File: src/rtl/game_pkg.sv
`default_nettype none
// +--------------------------------------------------------------------+
// | game_pkg: shared game types, UART command constants and decoder    |
// | state encoding.                                           rev 1.1  |
// +--------------------------------------------------------------------+
package game_pkg;

    typedef enum logic [2:0] {
        DIR_UP    = 3'd0,
        DIR_DOWN  = 3'd1,
        DIR_LEFT  = 3'd2,
        DIR_RIGHT = 3'd3,
        DIR_WAIT  = 3'd4
    } direction_t;

    localparam logic [7:0] UART_HEADER   = 8'hA5;
    localparam logic [7:0] CMD_START     = 8'h01;
    localparam logic [7:0] CMD_DIR       = 8'h02;
    localparam logic [7:0] CMD_COLLISION = 8'h03;
    localparam logic [7:0] CMD_RESTART   = 8'h04;

    typedef enum logic [1:0] {
        ST_IDLE    = 2'd0,
        ST_GET_CMD = 2'd1,
        ST_GET_ARG = 2'd2,
        ST_GET_CHK = 2'd3
    } dec_state_t;

    // Callers must range-check the argument (<= 4) before using the result.
    function automatic direction_t arg_to_dir(input logic [2:0] arg);
        case (arg)
            3'd0:    return DIR_UP;
            3'd1:    return DIR_DOWN;
            3'd2:    return DIR_LEFT;
            3'd3:    return DIR_RIGHT;
            default: return DIR_WAIT;
        endcase
    endfunction

endpackage
`default_nettype wire

File: src/rtl/uart_frame_decoder.sv
`default_nettype none
// +--------------------------------------------------------------------+
// | uart_frame_decoder: parses HEADER/CMD/ARG/CHK frames into remote   |
// | game controls, with checksum and inter-byte timeout.      rev 1.1  |
// +--------------------------------------------------------------------+
module uart_frame_decoder
    import game_pkg::*;
#(
    parameter logic [7:0]  HEADER         = 8'hA5,
    parameter int unsigned TIMEOUT_CYCLES = 650_000,
    parameter int unsigned CNT_W          = 20
) (
    input  logic             clk,
    input  logic             rst_n,
    input  logic [7:0]       rx_data,
    input  logic             rx_valid,
    output logic [1:0]       uart_state_selector,
    output logic             remote_collision,
    output direction_t       remote_dir,
    output logic             frame_err,
    output logic [7:0]       frames_ok
);

    localparam logic [CNT_W-1:0] CNT_LAST = CNT_W'(TIMEOUT_CYCLES - 1);

    dec_state_t       state_q, state_d;
    logic [CNT_W-1:0] cnt_q, cnt_d;
    logic [7:0]       cmd_q, cmd_d;
    logic [7:0]       arg_q, arg_d;
    logic [1:0]       sel_q, sel_d;
    logic             col_q, col_d;
    direction_t       dir_q, dir_d;
    logic             err_q, err_d;
    logic [7:0]       fok_q, fok_d;

    always_ff @(posedge clk) begin
        if (!rst_n) begin
            state_q <= ST_IDLE;
            cnt_q   <= '0;
            cmd_q   <= '0;
            arg_q   <= '0;
            sel_q   <= 2'b00;
            col_q   <= 1'b0;
            dir_q   <= DIR_WAIT;
            err_q   <= 1'b0;
            fok_q   <= '0;
        end else begin
            state_q <= state_d;
            cnt_q   <= cnt_d;
            cmd_q   <= cmd_d;
            arg_q   <= arg_d;
            sel_q   <= sel_d;
            col_q   <= col_d;
            dir_q   <= dir_d;
            err_q   <= err_d;
            fok_q   <= fok_d;
        end
    end

    always_comb begin
        state_d = state_q;
        cnt_d   = cnt_q;
        cmd_d   = cmd_q;
        arg_d   = arg_q;
        sel_d   = 2'b00;
        col_d   = 1'b0;
        dir_d   = dir_q;
        err_d   = 1'b0;
        fok_d   = fok_q;

        // A byte arriving in the expiry cycle wins over the timeout.
        if (state_q == ST_IDLE || rx_valid) begin
            cnt_d = '0;
        end else if (cnt_q == CNT_LAST) begin
            cnt_d   = '0;
            state_d = ST_IDLE;
            err_d   = 1'b1;
        end else begin
            cnt_d = cnt_q + CNT_W'(1);
        end

        case (state_q)
            ST_IDLE: begin
                if (rx_valid && rx_data == HEADER) begin
                    state_d = ST_GET_CMD;
                end
            end
            ST_GET_CMD: begin
                if (rx_valid) begin
                    cmd_d   = rx_data;
                    state_d = ST_GET_ARG;
                end
            end
            ST_GET_ARG: begin
                if (rx_valid) begin
                    arg_d   = rx_data;
                    state_d = ST_GET_CHK;
                end
            end
            ST_GET_CHK: begin
                if (rx_valid) begin
                    state_d = ST_IDLE;
                    if (rx_data != (HEADER ^ cmd_q ^ arg_q)) begin
                        err_d = 1'b1;
                    end else begin
                        case (cmd_q)
                            CMD_START: begin
                                sel_d = 2'b01;
                                fok_d = fok_q + 8'd1;
                            end
                            CMD_RESTART: begin
                                sel_d = 2'b10;
                                fok_d = fok_q + 8'd1;
                            end
                            CMD_COLLISION: begin
                                col_d = 1'b1;
                                fok_d = fok_q + 8'd1;
                            end
                            CMD_DIR: begin
                                if (arg_q <= 8'd4) begin
                                    dir_d = arg_to_dir(arg_q[2:0]);
                                    fok_d = fok_q + 8'd1;
                                end else begin
                                    err_d = 1'b1;
                                end
                            end
                            default: err_d = 1'b1;
                        endcase
                    end
                end
            end
            default: state_d = ST_IDLE;
        endcase
    end

    assign uart_state_selector = sel_q;
    assign remote_collision    = col_q;
    assign remote_dir          = dir_q;
    assign frame_err           = err_q;
    assign frames_ok           = fok_q;

endmodule
`default_nettype wire

File: config.mk
export PLATFORM = sky130hd
export DESIGN_NAME = uart_frame_decoder
export DESIGN_NICKNAME = d
export VERILOG_FILES = /design/src/rtl/game_pkg.sv /design/src/rtl/uart_frame_decoder.sv
export SDC_FILE = /design/constraint.sdc
export NUM_CORES = 1
export LEC_CHECK = 0
export CORE_MARGIN = 1
export CORE_UTILIZATION = 50
export CTS_CLUSTER_DIAMETER = 30
export CTS_CLUSTER_SIZE = 12
export DETAILED_ROUTE_END_ITERATION = 8
export PLACE_DENSITY = 0.72
export SLEW_MARGIN = 30
export SYNTH_ARGS = -nofsm -noshare
export SYNTH_HDL_FRONTEND = slang
export SYNTH_SLANG_ARGS = --single-unit
File: constraint.sdc
create_clock -name clk -period 5.95 [get_ports clk]
set_clock_uncertainty 0.15 [all_clocks]
set_input_delay 1.785 -clock clk [delete_from_list [all_inputs] [get_ports clk]]
set_output_delay 1.785 -clock clk [all_outputs]
set_load 0.02 [all_outputs]
==> metrics, run 1 <==
TritonRoute pass-1 iters=4; RSZ-0062 raised after global routing=false; post-detailed-route DRC marker count=0; violation count after the first detailed-route iteration=100; number of buffers inserted by post-CTS setup repair=0; Final Critical Period=approximately 4 ns; maximum number of pins on one net before global-route repair=26; synthesis-to-finish area growth=15.3%; CP max stage cell=sky130_fd_sc_hd__or4_1; Chip Height=72.8 um; Die ar.=roughly 5300 um^2; overall power of the completed layout=approximately 0.00061 W; wire length on met2=roughly 2100 um; first-pass GRT wire length=around 7900 um; relative max-transition margin=between 40% and 50%; Sum Neg Setup Slack=0 ns; crit path capture type=flop; post-synth cell types=34; Filler Cell Count=a little over 400; mean number of vias per cell=5.32; worst min-delay path class=reg -> reg; H-tree depth=2; upper clock frequency limit=0.249 GHz; largest incremental delay on the critical path=about 0.58 ns; Detailed Place HPWL=~3300 um; worst path bufs/invs=1; Buffers on Ports=25; final weighted congestion in routability-driven placement=0.815; number of warning messages in the yosys log=0; most frequent cells in the layout=53 x sky130_fd_sc_hd__dfxtp_1, 49 x sky130_fd_sc_hd__nor2_1, 25 x sky130_fd_sc_hd__clkdlybuf4s50_1; most common cell after layout, fill and taps aside=sky130_fd_sc_hd__dfxtp_1; clock slew at the register clock pins of the worst setup and hold paths=~0.090 ns; sequential area share after synthesis=between 40% and 50%; clock tree from TritonCTS=done; Clock Tree Root=sky130_fd_sc_hd__clkbuf_8; top cell type by total area after synthesis=sky130_fd_sc_hd__dfxtp_1; CP Data Arrival Time=between 4 and 5 ns; period utilisation layout=67.6%; number of hold buffers added after cts=0; kind of cell adding the most delay to the critical path=simple AND/OR/NAND/NOR gates; peak supply drop=between 0.00015 and 0.0002 V; number of resized instances in the post-cts repair step=0; worst hold start=cnt_q[0]; source-to-sink clock delay at the later pin of the worst-skew pair=0.30 ns; summed instance area of the synthesized netlist=between 2000 and 3000 um^2; CTS Buffer Depth=2; initial antenna violation count=0; via count of the first global-routing pass=1704; met3 WL=~170 um; Slew Limit Fails=0; count of standard-cell rows=25; post-route met1 wirelength=about 2300 um; launch point of the critical path=rx_data[6]; DR WL/cell=12.9 um; maximum fanout count along the critical path=16; CTS Buf Count=5; count of clock tree sinks=53; CP required=6.03 ns; cell types with the largest area share after synthesis=sky130_fd_sc_hd__dfxtp_1 42%, sky130_fd_sc_hd__mux2i_1 8.4%, sky130_fd_sc_hd__nor2_1 7.3%; max cap viols=0; proportion of layout cells with a drive suffix above 1=under 10%; DR vias=approximately 1900; number of antenna cells inserted=0; area share of the largest cell type after synthesis=between 40% and 50%; post-synthesis register bit count=53; pin slew with the least headroom to its limit=approximately 0.79 ns; number of nets in the synthesized netlist=~280; ordered cell list for the critical path=clkdlybuf4s50_1 > xor3_1 > nor4_4 > nand3_2 > or4_1 > a21oi_1; post-route antenna net violation count=0; outcome=finished clean; Critical R2R Launch=arg_q[6]; I/O pin total=26; starting density of the core=between 50 and 60%; synthesized area divided by synthesized cell count=~9.3 um^2; worst setup path category=in -> reg; Post-Synthesis Cells=269; final hold vios=0; Total Routed Length=around 4600 um; Static Leakage=1.10 nW; uppermost signal routing layer after detailed routing=met4; type of element launching the critical path=primary input; global-route usage over all layers=19.4%; total setup violations reported at the end of the flow=0; number of nets in the layout=approximately 310; Core Region=roughly 4800 um^2; residual overflow from global routing=0; chip width=approximately 73 um; power per cell area=209 nW/um^2
==> logic make-up after synthesis <==
| group | after synthesis | share of synthesized area [%] |
|---|---|---|
| multiplexers | 21 | 8.38 |
| AND/OR/NAND/NOR | 129 | 26.6 |
| adder cells (fa/ha/maj) | 2 | 0.997 |
| XOR/XNOR | 27 | 14.0 |
| AO/OA/AOI/OAI | 21 | 5.34 |
| flip-flops | 53 | 42.3 |
| buffers and inverters | 16 | 2.39 |
==> worst register-to-register path, stage by stage, from the launching register on <==
cell and delay (ns):
sky130_fd_sc_hd__dfxtp_1 0.37, sky130_fd_sc_hd__xor3_1 0.46, sky130_fd_sc_hd__nor4_4 0.35, sky130_fd_sc_hd__nand3_2 0.31
sky130_fd_sc_hd__or4_1 0.58, sky130_fd_sc_hd__a21oi_1 0.14
==> metal layers <==
metal | GRT usage (%) | up-vias
met2 | 30.0 | 42
met1 | 27.6 | 874
met3 | 4.14 | 4
met4 | 5.23 | 0
li1 | - | 995
met5 | 0 | -
==> state kept, by name, summed over array words and instances (netlist names) <==
signal,cells
remote_dir,3
state_q,2
frames_ok,8
arg_q,8
cnt_q,20
frame_err,1
cmd_q,8
remote_collision,1
uart_state_selector,2
==> cells in the mapped netlist <==
master,number
sky130_fd_sc_hd__and4_1,2
sky130_fd_sc_hd__a21o_1,1
sky130_fd_sc_hd__xnor2_1,13
sky130_fd_sc_hd__nor2_1,49
sky130_fd_sc_hd__or4_1,6
sky130_fd_sc_hd__xor3_1,4
sky130_fd_sc_hd__nor4_1,5
sky130_fd_sc_hd__nor4_4,1
sky130_fd_sc_hd__clkbuf_1,9
sky130_fd_sc_hd__a21oi_1,9
sky130_fd_sc_hd__xnor3_1,4
sky130_fd_sc_hd__dfxtp_1,53
sky130_fd_sc_hd__nor3b_1,2
sky130_fd_sc_hd__nor3_1,9
sky130_fd_sc_hd__and2_1,1
sky130_fd_sc_hd__ha_1,2
sky130_fd_sc_hd__xor2_1,6
sky130_fd_sc_hd__nand3b_1,3
sky130_fd_sc_hd__nor4b_1,2
sky130_fd_sc_hd__o31ai_1,6
sky130_fd_sc_hd__or3_1,2
sky130_fd_sc_hd__nand3_1,14
sky130_fd_sc_hd__nand4_1,4
sky130_fd_sc_hd__inv_1,7
sky130_fd_sc_hd__mux2i_1,21
sky130_fd_sc_hd__nand2b_1,2
sky130_fd_sc_hd__nor4bb_1,3
sky130_fd_sc_hd__nand2_1,17
sky130_fd_sc_hd__o31a_1,1
sky130_fd_sc_hd__and3_1,4
sky130_fd_sc_hd__o21a_1,3
sky130_fd_sc_hd__nor2b_1,2
sky130_fd_sc_hd__o21ai_0,1
sky130_fd_sc_hd__nand3_2,1
==> worst paths after layout <==
check            endpoint  cells past startpoint  slack (ns)
max          frames_ok[3]                      6        1.93
min              cnt_q[0]                      1        0.30
max reg2reg  frames_ok[3]                      5        3.50
min reg2reg      cnt_q[0]                      1        0.30
==> layout make-up <==
| type | count | area, um^2 | share of cell area [%] |
|---|---|---|---|
| multi-input cells | 200 | 1390 | 48.0 |
| flip-flops and latches | 53 | 1060 | 36.7 |
| clock buffers | 7 | 76.3 | 2.64 |
| well taps | 67 | 83.8 | 2.90 |
| repair buffers | 25 | 250 | 8.65 |
| clock inverters | 1 | 7.51 | 0.260 |
| inverters | 7 | 26.3 | 0.908 |
==> metrics by stage <==
step / cells / setup slack, ns / util [%] / instance area [um^2] / hold slack, ns
6_report: 360 / 1.93 / 60.4 / 2890 / 0.298
5_1_grt: 360 / 1.78 / 60.4 / 2890 / 0.320
4_1_cts: 360 / 1.93 / 60.4 / 2890 / 0.308
3_5_place_dp: 352 / 1.63 / 58.7 / 2810 / 0.291
3_3_place_gp: 352 / 1.65 / 58.7 / 2810 / 0.281
2_1_floorplan: 269 / 2.46 / - / 2510 / 0.268
==> report_power, final <==
part	internal (W)	switching, W	total (W)
Sequential	0.000358	0.00000392	0.000362
Clock	0.0000835	0.000114	0.000198
Combinational	0.0000240	0.0000218	0.0000458
No activity file was read; power rests on OpenSTA's default activity.
==> run 2, diff against run 1 <==
==> constraint.sdc (replaced) <==
create_clock -name clk -period 3.73 [get_ports clk]
set_clock_uncertainty 0.15 [all_clocks]
set_input_delay 1.119 -clock clk [delete_from_list [all_inputs] [get_ports clk]]
set_output_delay 1.119 -clock clk [all_outputs]
set_load 0.02 [all_outputs]
==> metrics, run 2 (synthesis results as in run 1) <==
H-tree depth=2; count of clock tree sinks=53; switching power=approximately 0.00023 W; Sw Share=about 23%; via count of the first global-routing pass=around 1700; type of element launching the critical path=primary input; clock slew at the register clock pins of the worst setup and hold paths=~0.090 ns; RSZ-0062 raised after global routing=false; number of antenna cells inserted=0; Chip Height=approximately 73 um; number of hold buffers added after cts=0; CP max stage cell=sky130_fd_sc_hd__or4_1; starting density of the core=between 50% and 60%; first-pass GRT wire length=8020 um; total setup violations reported at the end of the flow=0; Critical path destination=frames_ok[5]; source-to-sink clock delay at the later pin of the worst-skew pair=around 0.30 ns; count of standard-cell rows=25; cell-internal power=approximately 0.00076 W; largest incremental delay on the critical path=approximately 0.57 ns; relative max-transition margin=roughly 45%; period utilisation layout=roughly nine tenths; Sum Neg Setup Slack=0 ns; upper clock frequency limit=slightly below 0.3 GHz; Clock Tree Root=sky130_fd_sc_hd__clkbuf_8; chip width=72.8 um; post-detailed-route DRC marker count=0; final core utilization=a little over 60%; post-route antenna net violation count=0; crit path capture type=flop; worst min-delay path class=reg -> reg; total area of sequential cells=1060 um^2; ordered cell list for the critical path=clkdlybuf4s50_1 > xor3_1 > nor4_4 > nand3_2 > or4_1 > a21oi_1; mean number of vias per cell=about 5.3; CP required=3.81 ns; residual overflow from global routing=0; Clk pwr share=roughly 34%; Total Routed Length=4640 um; Detailed Place HPWL=3330 um; final hold vios=0; Critical R2R Launch=arg_q[6]; maximum fanout count along the critical path=16; DR vias=a little under 2000; Core Region=between 4000 and 5000 um^2; synthesis-to-finish area growth=16.2%; violation count after the first detailed-route iteration=140; placed insts=roughly 350; worst setup timing slack at the placement stage=approximately 0.08 ns; launch point of the critical path=rx_data[6]; final weighted congestion in routability-driven placement=about 0.81; initial antenna violation count=0; setup slack of the worst register-to-register path=between 1 and 1.5 ns; maximum number of pins on one net before global-route repair=26; Static Leakage=1.12 nW; non-filler cells in the finished layout=around 360; power per cell area=338 nW/um^2; top register by number of flip-flops=cnt_q; depth of the most critical reg-to-reg path=5; Slew Limit Fails=0; CTS Buf Count=5; proportion of layout cells with a drive suffix above 1=3.74%; pin slew with the least headroom to its limit=0.825 ns; most common cell after layout, fill and taps aside=sky130_fd_sc_hd__dfxtp_1; outcome=finished clean; I/O pin total=26; overall power of the completed layout=0.000984 W; global-route usage over all layers=19.9%; CTS Buffer Depth=2; max cap viols=0; peak supply drop=between 0.0002 and 0.0003 V; Buffers on Ports=25; most frequent cells in the layout=53 x sky130_fd_sc_hd__dfxtp_1, 49 x sky130_fd_sc_hd__nor2_1, 25 x sky130_fd_sc_hd__clkdlybuf4s50_1; clock tree from TritonCTS=done; worst setup path category=in -> reg; number of nets in the layout=roughly 300; DR WL/cell=about 13 um; critical register-to-register path endpoint=frames_ok[5]; Final Critical Period=around 3.4 ns; Filler Cell Count=432; number of buffers inserted by post-CTS setup repair=0; sequential cell fraction of total power=between 50 and 60%; Final Worst Setup Slack=between 0.3 and 0.4 ns; flip-flop count of the largest register, all copies and words added=20; Die ar.=5300 um^2; area of the multi-input gates=~1400 um^2; CP Data Arrival Time=between 3 and 4 ns; combinational power share=under 10%; number of resized instances in the post-cts repair step=0; TritonRoute pass-1 iters=4
## run 2: cell types whose count changed in the layout (fill, tap and decap cells not counted)
cell                       change
sky130_fd_sc_hd__clkbuf_8      +1
sky130_fd_sc_hd__clkbuf_1      -2
sky130_fd_sc_hd__buf_4         +2
## run 2: per-layer routing
layer  vias to the layer above  GRT usage, %  part of all wire [%]
met1                       897          27.8                    51
met5                         -             0                     0
li1                        989             -                     -
met3                         4          4.01                   3.0
met4                         0          8.06                   1.1
met2                        34          30.1                    45
## run 2: worst min path at each step
stage / from / end / cells after the start
final: cnt_q[0] / cnt_q[0] / 1
after global routing: cnt_q[0] / cnt_q[0] / 1
after CTS: cnt_q[0] / cnt_q[0] / 1
after detailed placement: cnt_q[0] / cnt_q[0] / 1
after global placement: cnt_q[0] / cnt_q[0] / 1
after floorplan: cnt_q[0] / cnt_q[0] / 1
## run 2: cell type report
cell class,count,share of cell area [%]
Clock inverter,1,0.258
Tap cell,67,2.88
Multi-Input combinational cell,200,47.6
Timing Repair Buffer,27,9.10
Inverter,7,0.902
Sequential cell,53,36.4
Clock buffer,6,2.83
## run 2: power by group through the flow
stage                      logic, W  registers, W  clock network [W]
after floorplan           0.0000502      0.000589                  0
final                     0.0000748      0.000577           0.000332
after CTS                 0.0000753      0.000578           0.000340
after global placement    0.0000742      0.000591                  0
after detailed placement  0.0000748      0.000591                  0
after global routing      0.0000815      0.000579           0.000363
## run 2: critical path, delay by kind of cell
kind	cells	cell delay (ns)
AND/OR/NAND/NOR	3	1.23
AO/OA/AOI/OAI	1	0.15
XOR/XNOR	1	0.38
buffers and inverters	1	0.54
## run 2: stage by stage
stage	instance area [um^2]	hold slack, ns
after floorplan	2510	0.268
after global placement	2820	0.282
after detailed placement	2820	0.290
after CTS	2910	0.303
after global routing	2910	0.333
final	2910	0.301
